**src/rtl/noc_decoder_pkg.sv**
```systemverilog
// Shared types and width helpers for the leaf decoder.
package noc_decoder_pkg;

  typedef enum logic {
    ST_HEAD = 1'b0,
    ST_BODY = 1'b1
  } state_e;

  // Bit position of the tail marker within a flit.
  function automatic int unsigned tail_pos(input int unsigned w);
    return w - 1;
  endfunction

  // Select width: at least one bit even for two channels.
  function automatic int unsigned sel_width(input int unsigned n);
    if (n <= 2) return 1;
    return $unsigned($clog2(n));
  endfunction

endpackage

```
**src/rtl/decoder_leaf_n_sync_fifo.sv**
```systemverilog
// Per-channel synchronous FIFO; accepts a push while full when a pop happens in the same cycle.
module sync_fifo #(
  parameter int unsigned W     = 9,
  parameter int unsigned DEPTH = 2
) (
  input  logic         clk,
  input  logic         rst_n,
  input  logic         push_i,
  input  logic [W-1:0] data_i,
  input  logic         pop_i,
  output logic         full_o,
  output logic         valid_o,
  output logic [W-1:0] data_o
);

  localparam int unsigned AW = $clog2(DEPTH);

  logic [AW:0]  wr_ptr_q, rd_ptr_q;
  logic [W-1:0] mem_q [DEPTH];
  logic         do_pop, do_push;

  assign valid_o = (wr_ptr_q != rd_ptr_q);
  assign full_o  = (wr_ptr_q[AW] != rd_ptr_q[AW]) && (wr_ptr_q[AW-1:0] == rd_ptr_q[AW-1:0]);
  assign do_pop  = valid_o && pop_i;
  assign do_push = push_i && (!full_o || do_pop);
  assign data_o  = mem_q[rd_ptr_q[AW-1:0]];

  always_ff @(posedge clk or negedge rst_n) begin
    if (!rst_n) begin
      wr_ptr_q <= '0;
      rd_ptr_q <= '0;
    end else begin
      if (do_push) wr_ptr_q <= wr_ptr_q + (AW+1)'(1);
      if (do_pop)  rd_ptr_q <= rd_ptr_q + (AW+1)'(1);
    end
  end

  // Storage carries no reset; pointers alone define occupancy.
  always_ff @(posedge clk) begin
    if (do_push) mem_q[wr_ptr_q[AW-1:0]] <= data_i;
  end

endmodule

```
**src/rtl/decoder_leaf_n.sv**
```systemverilog
// Packet decoder: routes each packet to the channel named by its head flit and reports the choice on S.
// Optional DECODER_LEAF_ERR_EN drops out-of-range packets and counts them on err_cnt_o.
module decoder_leaf_n
  import noc_decoder_pkg::*;
#(
  parameter int unsigned N     = 4,
  parameter int unsigned W     = 9,
  parameter int unsigned DEPTH = 2
) (
  input  logic                        clk,
  input  logic                        rst_n,
  input  logic [W-1:0]                in_data_i,
  input  logic                        in_valid_i,
  output logic                        in_ready_o,
  output logic [N-1:0][W-1:0]         out_data_o,
  output logic [N-1:0]                out_valid_o,
  input  logic [N-1:0]                out_ready_i,
  output logic [sel_width(N)-1:0]     s_data_o,
  output logic                        s_valid_o,
  input  logic                        s_ready_i
`ifdef DECODER_LEAF_ERR_EN
  ,
  output logic [7:0]                  err_cnt_o
`endif
);

  localparam int unsigned SW = sel_width(N);
  localparam int unsigned TP = tail_pos(W);

  state_e        state_q, state_d;
  logic [1:0]    boot_q;
  logic [SW-1:0] sel_q, s_data_q;
  logic          s_valid_q;
  logic [SW-1:0] raw_sel_c, head_sel_c, cur_sel_c;
  logic          in_range_c, head_oor_c, drop_q;
  logic          full_sel_c, xfer_c, tail_c, push_c, s_free_c, s_load_c;
  logic [N-1:0]  full, push_vec;

  assign raw_sel_c  = in_data_i[SW-1:0];
  assign in_range_c = (32'(raw_sel_c) < N);
  assign tail_c     = in_data_i[TP];
  assign s_free_c   = !s_valid_q || s_ready_i;
  assign cur_sel_c  = (state_q == ST_HEAD) ? head_sel_c : sel_q;

`ifdef DECODER_LEAF_ERR_EN
  logic [7:0] err_cnt_q;
  logic       drop_head_c;

  assign head_sel_c  = raw_sel_c;
  assign head_oor_c  = !in_range_c;
  assign drop_head_c = xfer_c && (state_q == ST_HEAD) && head_oor_c;
  assign err_cnt_o   = err_cnt_q;

  // Drop flag follows the packet body; counter saturates at 255.
  always_ff @(posedge clk or negedge rst_n) begin
    if (!rst_n) begin
      drop_q    <= 1'b0;
      err_cnt_q <= 8'd0;
    end else begin
      if (xfer_c && (state_q == ST_HEAD)) drop_q <= head_oor_c;
      if (drop_head_c && (err_cnt_q != 8'hFF)) err_cnt_q <= err_cnt_q + 8'd1;
    end
  end
`else
  assign head_sel_c = in_range_c ? raw_sel_c : SW'(N - 1);
  assign head_oor_c = 1'b0;
  assign drop_q     = 1'b0;
`endif

  always_comb begin
    full_sel_c = 1'b0;
    for (int unsigned i = 0; i < N; i++) begin
      if (cur_sel_c == SW'(i)) full_sel_c = full[i];
    end
  end

  // State register.
  always_ff @(posedge clk or negedge rst_n) begin
    if (!rst_n) state_q <= ST_HEAD;
    else        state_q <= state_d;
  end

  // Next-state logic.
  always_comb begin
    state_d = state_q;
    unique case (state_q)
      ST_HEAD: if (xfer_c && !tail_c) state_d = ST_BODY;
      ST_BODY: if (xfer_c && tail_c)  state_d = ST_HEAD;
    endcase
  end

  // Handshake and routing outputs; input stays closed until the boot delay has elapsed.
  always_comb begin
    in_ready_o = 1'b0;
    xfer_c     = 1'b0;
    push_c     = 1'b0;
    s_load_c   = 1'b0;
    if (boot_q[1]) begin
      unique case (state_q)
        ST_HEAD: in_ready_o = head_oor_c || (!full_sel_c && s_free_c);
        ST_BODY: in_ready_o = drop_q || !full_sel_c;
      endcase
    end
    xfer_c = in_valid_i && in_ready_o;
    if (state_q == ST_HEAD) begin
      push_c   = xfer_c && !head_oor_c;
      s_load_c = xfer_c && !head_oor_c;
    end else begin
      push_c   = xfer_c && !drop_q;
    end
  end

  always_ff @(posedge clk or negedge rst_n) begin
    if (!rst_n) begin
      boot_q    <= 2'b00;
      sel_q     <= '0;
      s_valid_q <= 1'b0;
      s_data_q  <= '0;
    end else begin
      boot_q <= {boot_q[0], 1'b1};
      if (xfer_c && (state_q == ST_HEAD)) sel_q <= head_sel_c;
      // S slot: a new head refills the slot even while it is being drained.
      if (s_load_c) begin
        s_valid_q <= 1'b1;
        s_data_q  <= head_sel_c;
      end else if (s_ready_i) begin
        s_valid_q <= 1'b0;
      end
    end
  end

  assign s_valid_o = s_valid_q;
  assign s_data_o  = s_data_q;

  for (genvar i = 0; i < N; i++) begin : g_ch
    assign push_vec[i] = push_c && (cur_sel_c == SW'(i));

    sync_fifo #(.W(W), .DEPTH(DEPTH)) u_fifo (
      .clk     (clk),
      .rst_n   (rst_n),
      .push_i  (push_vec[i]),
      .data_i  (in_data_i),
      .pop_i   (out_ready_i[i]),
      .full_o  (full[i]),
      .valid_o (out_valid_o[i]),
      .data_o  (out_data_o[i])
    );
  end

endmodule
```
**config.mk**
```make
export PLATFORM = sky130hd
export DESIGN_NAME = decoder_leaf_n
export DESIGN_NICKNAME = d
export VERILOG_FILES = /design/src/rtl/noc_decoder_pkg.sv /design/src/rtl/decoder_leaf_n_sync_fifo.sv /design/src/rtl/decoder_leaf_n.sv
export SDC_FILE = /design/constraint.sdc
export NUM_CORES = 1
export LEC_CHECK = 0
export ABC_AREA = 1
export BUFFER_PORTS_ARGS = -buffer_cell sky130_fd_sc_hd__buf_2
export CELL_PAD_IN_SITES_DETAIL_PLACEMENT = 0
export CELL_PAD_IN_SITES_GLOBAL_PLACEMENT = 1
export CORE_MARGIN = 2
export CORE_UTILIZATION = 40
export DETAILED_ROUTE_END_ITERATION = 16
export PLACE_DENSITY = 0.74
export RECOVER_POWER = 50
export SYNTH_ARGS = -nofsm -noshare
export SYNTH_HDL_FRONTEND = slang
export SYNTH_SLANG_ARGS = --single-unit
```
**constraint.sdc**
```tcl
create_clock -name clk -period 1.9 [get_ports clk]
set_input_delay 0.38 -clock clk [delete_from_list [all_inputs] [get_ports clk]]
set_output_delay 0.38 -clock clk [all_outputs]
set_load 0.02 [all_outputs]
```
==> reports/qor.tcl <==
set qor(minimum_setup_slack_among_reg_to_reg_paths_ns) -0.10
set qor(critical_path_start_end_classification) {reg2out}
set qor(via_count) 2780
set qor(grt_overflow_total) 0
set qor(drt_wl_total_mm) 8.18
set qor(critPathLaunchType) {register}
set qor(detailedRoute.firstIterationViolations) 119
set qor(synth_top_cells_by_count) {nand2_1 (171), edfxtp_1 (72), inv_1 (26)}
set qor(vdd_ir_drop_max_uv) 675
set qor(ys_seq_elements) 94
set qor(fin_total_pwr_mw) 7.53
set qor(worst-slew-pin-transition_ns) 0.602
set qor(area_inside_the_core_boundary_um2) 9680
set qor(design.portCount) 61
set qor(routedWlPerCell_um) 13.3
set qor(synthesis.nets) 391
set qor(timing.final.crit_share_pct) 108
set qor(start_util_pct) 41.0
set qor(worst_hold_path_type) {in2reg}
set qor(post-route-worst-setup-slack_ns) -0.152
set qor(total_number_of_yosys_warnings) 0
set qor(yosysUniqueCellTypes) 24
set qor(finalCoreUtilization_pct) 51.7
set qor(violations) {negative setup slack}
set qor(ant_nets) 0
set qor(worst_ep_required_time_ns) 1.52
set qor(port_buffers) 60
set qor(cts_tree) {done}
set qor(asyncSetResetFlopFracSynth_pct) 23.4
set qor(die_area_um2) 10700
set qor(cts-htree-levels) 3
set qor(gp_routability_congestion) 0.864
set qor(placementRows) 36
set qor(die_h_um) 104
set qor(worst_setup_path_end_kind) {output port}
set qor(post_synth_and_or_nand_nor_area_fraction_pct) 24.0
set qor(cts_root_buf) {clkbuf_8}
set qor(netlist.top_cell.by_area) {edfxtp_1}
set qor(netlist_top_cells_area) {edfxtp_1 (54%), nand2_1 (16%), dfrtp_1 (14%), inv_1 (2.5%), nand4_1 (2.0%)}
set qor(clkSlewWorstSetupHoldPaths_ns) 0.09
set qor(clock_period_minus_worst_slack_ns) 2.05
set qor(post_synth_instance_area_um2) 3970
set qor(final_layout_size_suffix_gt1_share_pct) 29.5
set qor(route.detailed.drc) 0
set qor(dp.final_hpwl_mm) 5.68
set qor(worst_ep_arrival_time_ns) 1.67
set qor(die_x_um) 104
set qor(post_synth_fa_ha_maj_area_fraction_pct) 0
set qor(syn-instance-count) 374
set qor(numCtsBuffers) 9
set qor(antenna_found_initial) 0
set qor(yosysMostFrequentCell) {nand2_1}
set qor(signed_area_change_from_the_synthesized_netlist_to_the_final_layout_pct) 26.1
set qor(muxShareOfSynthArea_pct) 0
set qor(setup_repair_after_global_routing_missed_its_margin) {yes}
set qor(timing.max_slew.rel_slack_pct) 59.9
set qor(setup_viol_count_final) 69
set qor(hold_viol_final) 0
set qor(timing.max_cap.violations) 0
set qor(synth_enable_flop_cells) 72
set qor(viasPerCell) 4.51
set qor(timing.clock.skew_ns) 0.0100
set qor(synthXorXnorAreaFrac_pct) 1.76
set qor(ys_dominant_reg_cell) {edfxtp_1}
set qor(power-per-cell-area_nw_per_um2) 1500
set qor(final_nets) 496
set qor(detailedRoute.firstPassIterationCount) 4
set qor(finalMaxSlewViolations) 0
set qor(synth_sequential_area_ratio_pct) 68.3
set qor(gr-usage-all-layers_pct) 16.1
set qor(critical_path.max_fanout) 5
set qor(syn-mean-instance-area_um2) 10.6
set qor(synth_top_family_by_area) {simple AND/OR/NAND/NOR gates}
set qor(grt_pass1_wl_mm) 13.5
set qor(status) {finished with violations}
set qor(fin_tns_setup_ns) -3.32
set qor(yosys.area.top_type_share_pct) 54.4
set qor(grt_max_degree) 23
set qor(cts_sinks) 94
set qor(synth_compound_gate_area_share_pct) 1.23
set qor(antenna_cells_inserted) 0
set qor(total_leakage_power_nw) 2.28
set qor(clock.fmax_ghz) 0.487
set qor(number_of_global_route_vias_before_repair) 2733
set qor(ctsLongestPathBuffers) 2
set qor(worstSkewPairLatency_ns) 0.35
[stage by stage]
stage,instance area [um2],setup WS (ns),cells,hold slack [ns]
after CTS,4920,-0.189,606,0.197
after global routing,5010,-0.250,617,0.203
final,5010,-0.152,617,0.221
after global placement,4630,0.00790,581,0.334
after floorplan,3980,0.0655,374,0.0844
after detailed placement,4630,-0.0785,581,0.340
[routing by layer]
metal / track usage (%) / vias up / part of all wire, % / wire length (um)
li1: - / 1416 / - / -
met1: 19.9 / 1297 / 44 / 3600
met2: 27.5 / 52 / 50 / 4130
met3: 2.64 / 15 / 3.4 / 282
met4: 8.20 / 0 / 2.2 / 180
met5: 0 / - / 0 / 0
[kinds of logic (layout without fill, tap and decap cells)]
kind of cell / Yosys count / after routing
buf+inv: 42 / 152
compound gates: 7 / 7
flops: 94 / 94
other cells: 1 / 1
xor+xnor: 8 / 8
simple gates: 222 / 222
[state kept, by name (all words and copies together) (netlist names), named ones only]
| register | flops |
|---|---|
| g_ch.u_fifo.mem_q | 72 |
| g_ch.u_fifo.rd_ptr_q | 8 |
| g_ch.u_fifo.wr_ptr_q | 8 |
| boot_q | 2 |
| sel_q | 2 |
| s_valid_o | 1 |
[power breakdown]
part / switching [mW] / total (mW) / internal (mW) / leakage (nW)
Clock: 0.671 / 1.14 / 0.472 / 0.0853
Sequential: 0.223 / 2.78 / 2.55 / 0.916
Combinational: 2.21 / 3.61 / 1.40 / 1.28
[cells in the final DEF (no fill, tap or decap), drive strengths merged]
master       count
o21bai           1
edfxtp          72
nand4           15
nand2          177
o21ai            2
nand3b           1
clkbuf          21
dlygate4sd3      1
buf             96
nand3            4
a21oi            4
xor2             8
clkinv           6
dfrtp           22
conb             1
nor2            25
clkinvlp         2
inv             26
[what timing repair did]
action	4_1_cts	5_1_grt
setup buffers	6	11
hold buffers	1	0
gates resized for setup	18	8
endpoints found under the setup margin	46	75
hold endpoints to repair	1	0
cloned	2	0
pin swaps	9	10
[path summary, 6_finish.rpt]
check                                              to      start  cells past startpoint
max in group asynchronous  g_ch[2].u_fifo.rd_ptr_q[0]      rst_n                      2
min in group asynchronous  g_ch[1].u_fifo.wr_ptr_q[0]      rst_n                      2
setup reg to reg           g_ch[3].u_fifo.mem_q[1][5]   register                      9
setup / recovery                           in_ready_o   register                      9
hold / removal                              s_valid_o  s_ready_i                      2
hold reg to reg                             boot_q[1]  boot_q[0]                      0
[cell type report]
class	count	area (um2)
inverters	27	105
repair buffers	108	724
fillers	881	4670
flip-flops and latches	94	2710
clock inverters	6	38.8
well taps	133	166
repair inverters	1	7.51
multi-input cells	238	1130
clock buffers	10	128
[worst max-delay path, cell delays in order (launching register included)]
cell and delay [ns]:
dfrtp_1 0.44, buf_4 0.15, nand2_1 0.09, nand2_4 0.08, nor2_4 0.10, nand2_2 0.07
nand3_2 0.10, nor2_4 0.04, buf_6 0.12, buf_6 0.12
Note: power is estimated with default switching activity, not from simulation.
